`config.mk`:
```
export PLATFORM = sky130hd
export DESIGN_NAME = key_debounce8_flat
export DESIGN_NICKNAME = d
export VERILOG_FILES = /design/src/rtl/key_debounce8_if.sv /design/src/rtl/key_debounce8.sv /design/src/flat_wrapper.sv
export SDC_FILE = /design/constraint.sdc
export NUM_CORES = 1
export LEC_CHECK = 0
export ABC_CLOCK_PERIOD_IN_PS = 3650
export BUFFER_PORTS_ARGS = -buffer_cell sky130_fd_sc_hd__buf_2
export CAP_MARGIN = 15
export CORE_MARGIN = 2
export CORE_UTILIZATION = 25
export DETAILED_ROUTE_END_ITERATION = 6
export PLACE_DENSITY = 0.43
export REMOVE_ABC_BUFFERS = 1
export SLEW_MARGIN = 30
export SYNTH_ARGS = -nofsm -noshare
export SYNTH_HDL_FRONTEND = slang
export SYNTH_SLANG_ARGS = --single-unit
```
`constraint.sdc`:
```
create_clock -name iClk -period 3.65 [get_ports iClk]
set_clock_uncertainty 0.05 [all_clocks]
set_input_delay 0.365 -clock iClk [delete_from_list [all_inputs] [get_ports iClk]]
set_output_delay 0.365 -clock iClk [all_outputs]
set_load 0.01 [all_outputs]
```
`src/rtl/key_debounce8_if.sv`:
```
// Key conditioner bus: raw active-low keys in, debounced levels, press pulses and
// the encoder enable out.
interface key_debounce8_if;
  logic [7:0] iKey;
  logic [7:0] oData;
  logic [7:0] oPress;
  logic       oEI;

  modport master (output iKey, input oData, input oPress, input oEI);
  modport slave  (input iKey, output oData, output oPress, output oEI);
endinterface

```
`src/rtl/key_debounce8.sv`:
```
// Eight-channel key synchroniser/debouncer feeding an 8-3 priority encoder, with
// press pulses and a post-reset blanking period on the active-low encoder enable.
module key_debounce8 #(
  parameter int unsigned CNT_MAX = 1000000
) (
  input  logic          iClk,
  input  logic          iRst,
  key_debounce8_if.slave bus
);

  localparam logic [19:0] CntLast = 20'(CNT_MAX - 1);

  logic [7:0]  sync1;
  logic [7:0]  sync2;
  logic [7:0]  db;
  logic [7:0]  dbNext;
  logic [7:0]  fallNext;
  logic [7:0]  pressReg;
  logic [19:0] cnt     [8];
  logic [19:0] cntNext [8];
  logic [19:0] blk;
  logic        blkHit;
  logic        blkHit2;
  logic        eiReg;

  // Two-flop synchroniser for the asynchronous key lines.
  always_ff @(posedge iClk) begin
    if (iRst) begin
      sync1 <= 8'hFF;
      sync2 <= 8'hFF;
    end else begin
      sync1 <= bus.iKey;
      sync2 <= sync1;
    end
  end

  // Per-channel stability counter: any sample matching the accepted level restarts it.
  always_comb begin
    dbNext   = db;
    fallNext = 8'h00;
    for (int i = 0; i < 8; i++) begin
      cntNext[i] = cnt[i];
      if (sync2[i] == db[i]) begin
        cntNext[i] = 20'd0;
      end else if (cnt[i] == CntLast) begin
        dbNext[i]   = sync2[i];
        cntNext[i]  = 20'd0;
        fallNext[i] = db[i] & ~sync2[i];
      end else begin
        cntNext[i] = cnt[i] + 20'd1;
      end
    end
  end

  // Debounced levels, counters and the one-cycle press pulses.
  always_ff @(posedge iClk) begin
    if (iRst) begin
      db       <= 8'hFF;
      pressReg <= 8'h00;
      for (int i = 0; i < 8; i++) begin
        cnt[i] <= 20'd0;
      end
    end else begin
      db       <= dbNext;
      pressReg <= fallNext;
      for (int i = 0; i < 8; i++) begin
        cnt[i] <= cntNext[i];
      end
    end
  end

  // Blanking: blkHit marks the CNT_MAXth clean edge; two more stages drop oEI at CNT_MAX+2.
  always_ff @(posedge iClk) begin
    if (iRst) begin
      blk     <= 20'd0;
      blkHit  <= 1'b0;
      blkHit2 <= 1'b0;
      eiReg   <= 1'b1;
    end else begin
      if (!blkHit) begin
        blk <= blk + 20'd1;
      end else begin
        blk <= blk;
      end
      blkHit  <= blkHit | (blk == CntLast);
      blkHit2 <= blkHit;
      eiReg   <= ~blkHit2;
    end
  end

  assign bus.oData  = db;
  assign bus.oPress = pressReg;
  assign bus.oEI    = eiReg;

endmodule

```
`src/flat_wrapper.sv`:
```
// flat-port wrapper written by rule: the top's interface ports become plain ports
module key_debounce8_flat 
#(
  parameter int unsigned CNT_MAX = 1000000
)
  (iClk, iRst, bus_iKey, bus_oData, bus_oPress, bus_oEI);
  key_debounce8_if bus_i ();
  input  logic iClk;
  input  logic iRst;
  input wire logic [$bits(bus_i.iKey)-1:0] bus_iKey;
  output wire logic [$bits(bus_i.oData)-1:0] bus_oData;
  output wire logic [$bits(bus_i.oPress)-1:0] bus_oPress;
  output wire logic [$bits(bus_i.oEI)-1:0] bus_oEI;
  assign bus_i.iKey = bus_iKey;
  assign bus_oData = bus_i.oData;
  assign bus_oPress = bus_i.oPress;
  assign bus_oEI = bus_i.oEI;
  key_debounce8 #(.CNT_MAX(CNT_MAX)) u_core (.iClk(iClk), .iRst(iRst), .bus(bus_i));
endmodule
```
==> run summary <==
The run finished with clean final reports. The total negative slack for setup checks came out at 0 ns. The worst slack after detailed placement came out at ~1.2 ns. The critical path is of the reg -> reg type.

The clock network power share came out at 54.4%. The reported net switching power came out at 1.05 mW. Relative to the synthesized area, the layout overhead comes to 18.4%. The number of port buffers came out at 26. A synthesized cell averages 8.73 um2. The final critical-path share of the clock period is 65.4%.

The clock tree root driver cell is clkbuf_16. For this design the static power due to leakage is ~3.3 nW. Global routing consumed, over all layers together, between 10% and 20% of the routing resources. The number of buffers on the longest clock path came out at 3. After synthesis, the share of flip-flops with an asynchronous set or reset is 0%. The min-delay analysis places its worst path in the category in -> reg.

The switching power share of the total came out at between 10% and 20%. The internal cell power came out at 4.30 mW. The number of top-level pins is 27. The maximum net fanout on the critical path came out at 13. In this run the cell area of the synthesized design comes to 9400 um2. Once the clock tree was built, the resizer swapped 0 gates to a different size. The total die area came out at around 40,000 um2.

The number of design rule violations left after detail routing is 0. The main flop type after synthesis is dfxtp_1. Across all layers, the routed design uses 7,341 vias.

The highest clock frequency the design can meet came out at about 420 MHz. On the critical path, the stage with the largest delay is an instance of or4_1. The number of antenna-violating nets in the routed design is 0. In the routed layout, each cell is associated on average with a via count of approximately 4.6. The initial antenna violation count is 0. Across the run, the number of max-cap violations was 0. At the worst endpoint, the required time is 4.01 ns. The shortest clock period the worst path allows after layout is 2.39 ns. The critical path data arrival time is ~2.8 ns. The area of the core region is 37,300 um2.

The synthesis warning total came out at 0. The register bit total from synthesis came out at ~220. The areal power density over the cells came out at slightly below 500 nW/um2. Setup repair after global routing left no endpoint under its margin. STA classifies the critical path endpoint as a flop. The number of hold violations in the final report was 0.

After global routing the overflow that remains totals 0. From bottom edge to top edge, the die measures 198 um. The gate count after technology mapping is about 1.1k. STA classifies the critical path startpoint as a flop.

The row count is 71. The TritonCTS clock tree is built. The worst supply voltage drop on vdd came out at 0.260 mV. The width of the die is 198 um. The first global-routing pass estimated 33,300 um of wire. The effective utilization at floorplan came out at 25.2%. The sequential element share of the synthesized area came out at 45.8%. The headroom to the max-slew limit is approximately 54%. At the end of routability-driven placement, the weighted congestion stood at 0.717. The number of enable flip-flop cells after synthesis is 0. The number of antenna diodes in the final layout is 0. The clock-pin slew on the worst setup and hold paths came out at 0.06 ns.

Traced cell by cell, the critical path runs through ha_1, nand3_2, or4_1, o21ai_1, buf_4, nor2_1. The routed length per placed instance came out at 11.8 um. The hold buffer count at cts is 8.

The final non-filler cell area came out at 11,100 um2. The total number of clock tree sinks came out at 215. Buffers inserted during clock tree synthesis total 26. Summing all placed instances gives a cell area of 10,100 um2. The wire-length estimate of the detail-placed layout is ~13,000 um. The setup-violating endpoint count in the final report came out at 0. The transition at the pin with the smallest max-transition slack is around 0.68 ns.

The number of global-route vias before repair is 6,979. In this run, the number of DRC markers left after iteration 0 of detailed routing was between 300 and 400. The latest clock arrival within the worst-skew pair is 0.53 ns. The peak per-stage delay on the critical path is just over 0.6 ns. Per report_power, the combinational group accounts for 1.3% of the total. The length of the first detailed-routing pass in iterations came out at 5. Across all setup checks in the final design, the least slack found is between 1 and 1.5 ns.

The final layout contains ~1.1k nets. The wire length reported by the detailed router came out at 19,000 um. The largest net degree at the start of global routing is 26. The number of unique standard cell types used by synthesis came out at 46. The share of total power in sequential cells is 44.3%. The max-slew violation count is 0. In this run the number of H-tree levels came out at 1. Cells with a size suffix above 1 make up 10.8% of the layout.

The number of setup buffers added after CTS is 0.
## state kept, by name (all words and copies together) (netlist names)
signal             count
u_core.blkHit          1
u_core.bus.oPress      8
u_core.sync1           8
u_core.blkHit2         1
u_core.blk            20
u_core.sync2           8
u_core.bus.oEI         1
u_core.cnt           160
u_core.bus.oData       8
## synth_stat cells (3+ instances only)
cell / number / area share [%]
a21oi_1: 45 / 2.4
a31o_2: 4 / 0.37
and2_1: 4 / 0.27
and3_1: 5 / 0.33
and4_1: 8 / 0.75
buf_2: 8 / 0.43
buf_4: 5 / 0.40
clkbuf_1: 16 / 0.64
dfxtp_1: 215 / 46
ha_1: 17 / 2.3
inv_1: 54 / 2.2
mux2i_1: 6 / 0.64
nand2_1: 58 / 2.3
nand3_1: 48 / 2.6
nand3_2: 4 / 0.43
nand4_1: 41 / 2.7
nand4_2: 4 / 0.53
nand4b_1: 4 / 0.37
nor2_1: 175 / 7.0
nor3_1: 44 / 2.3
nor4_1: 28 / 1.9
nor4b_1: 13 / 1.2
o211ai_1: 3 / 0.24
o21ai_0: 32 / 1.7
o21ai_1: 5 / 0.27
o31ai_1: 13 / 1.0
or2_2: 19 / 1.3
or3_1: 36 / 2.4
or3b_1: 3 / 0.28
or3b_2: 3 / 0.28
or4_1: 19 / 1.5
or4_4: 3 / 0.36
xnor2_1: 89 / 8.3
xor2_1: 27 / 2.5
## worst paths after layout
path,start,cells after the start,slack (ns),to
setup / recovery,u_core.cnt[0][20],6,1.26,u_core.cnt[0][35]
hold / removal,iRst,3,0.31,u_core.bus.oData[6]
setup reg to reg,u_core.cnt[0][20],6,1.26,u_core.cnt[0][35]
hold reg to reg,u_core.sync1[0],1,0.35,u_core.sync2[0]
## stage by stage
| stage | util (%) | hold slack, ns | cells | power (mW) |
|---|---|---|---|---|
| 6_report | 29.8 | 0.307 | 1613 | 5.35 |
| 5_1_grt | 29.8 | 0.333 | 1613 | 5.59 |
| 4_1_cts | 29.8 | 0.300 | 1613 | 5.48 |
| 3_5_place_dp | 27.0 | 0.343 | 1557 | 2.49 |
| 2_1_floorplan | - | 0.301 | 1048 | 2.45 |
| 3_3_place_gp | 27.0 | 0.343 | 1557 | 2.49 |
## cells by family after synthesis
logic type,share of synthesized area [%]
buffers and inverters,3.62
and+or+nand+nor,30.3
DFF,45.8
xor gates and xnor gates,10.8
AOI/OAI and AO/OA,6.65
adders and majority gates,2.26
muxes,0.639
## layout make-up
type | instances | area [um2]
Fill cell | 3951 | 26200
Multi-Input combinational cell | 779 | 4760
Sequential cell | 215 | 4300
Clock buffer | 37 | 783
Tap cell | 474 | 593
Timing Repair Buffer | 43 | 278
Clock inverter | 11 | 211
Inverter | 54 | 203
## worst max-delay path, delay by kind of cell (launching register included)
kind            cells  cell delay [ns]
flops               1             0.39
compound gates      1             0.45
buf+inv             1             0.30
fa+ha+maj           1             0.23
simple gates        3             0.85
## power groups by stage
| stage | clock [mW] | combinational (mW) | sequential, mW |
|---|---|---|---|
| 2_1_floorplan | 0 | 0.0338 | 2.42 |
| 4_1_cts | 3.03 | 0.0743 | 2.37 |
| 5_1_grt | 3.13 | 0.0825 | 2.37 |
| 6_report | 2.91 | 0.0711 | 2.37 |
| 3_3_place_gp | 0 | 0.0669 | 2.42 |
| 3_5_place_dp | 0 | 0.0679 | 2.42 |
## metal layers
| metal | vias up | share of wire (%) | track usage, % |
|---|---|---|---|
| met2 | 68 | 44 | 16.0 |
| met3 | 26 | 3.2 | 1.84 |
| li1 | 3854 | - | - |
| met4 | 0 | 2.2 | 3.40 |
| met1 | 3393 | 51 | 13.5 |
| met5 | - | 0 | 0 |
## cells in the final DEF (no fill, tap or decap), types with 4 or more instances in the layout
cell / Yosys / routed
nand3_2: 4 / 4
clkbuf_16: 0 / 27
buf_4: 5 / 9
and2_1: 4 / 4
or2_2: 19 / 19
and4_1: 8 / 8
nand2_1: 58 / 58
nand4b_1: 4 / 4
dfxtp_1: 215 / 215
dlygate4sd3_1: 0 / 8
xnor2_1: 89 / 89
mux2i_1: 6 / 6
nand3_1: 48 / 48
and3_1: 5 / 5
o31ai_1: 13 / 13
o21ai_1: 5 / 7
ha_1: 17 / 17
nor4_1: 28 / 28
bufinv_16: 0 / 6
nor3_1: 44 / 44
nor4b_1: 13 / 13
or3_1: 36 / 36
buf_2: 8 / 26
nand4_2: 4 / 4
nor2_1: 175 / 175
clkbuf_8: 0 / 7
o21ai_0: 32 / 30
inv_1: 54 / 54
or4_1: 19 / 19
a21oi_1: 45 / 45
nand4_1: 41 / 41
xor2_1: 27 / 27
a31o_2: 4 / 4
No activity file was read; power rests on OpenSTA's default activity.
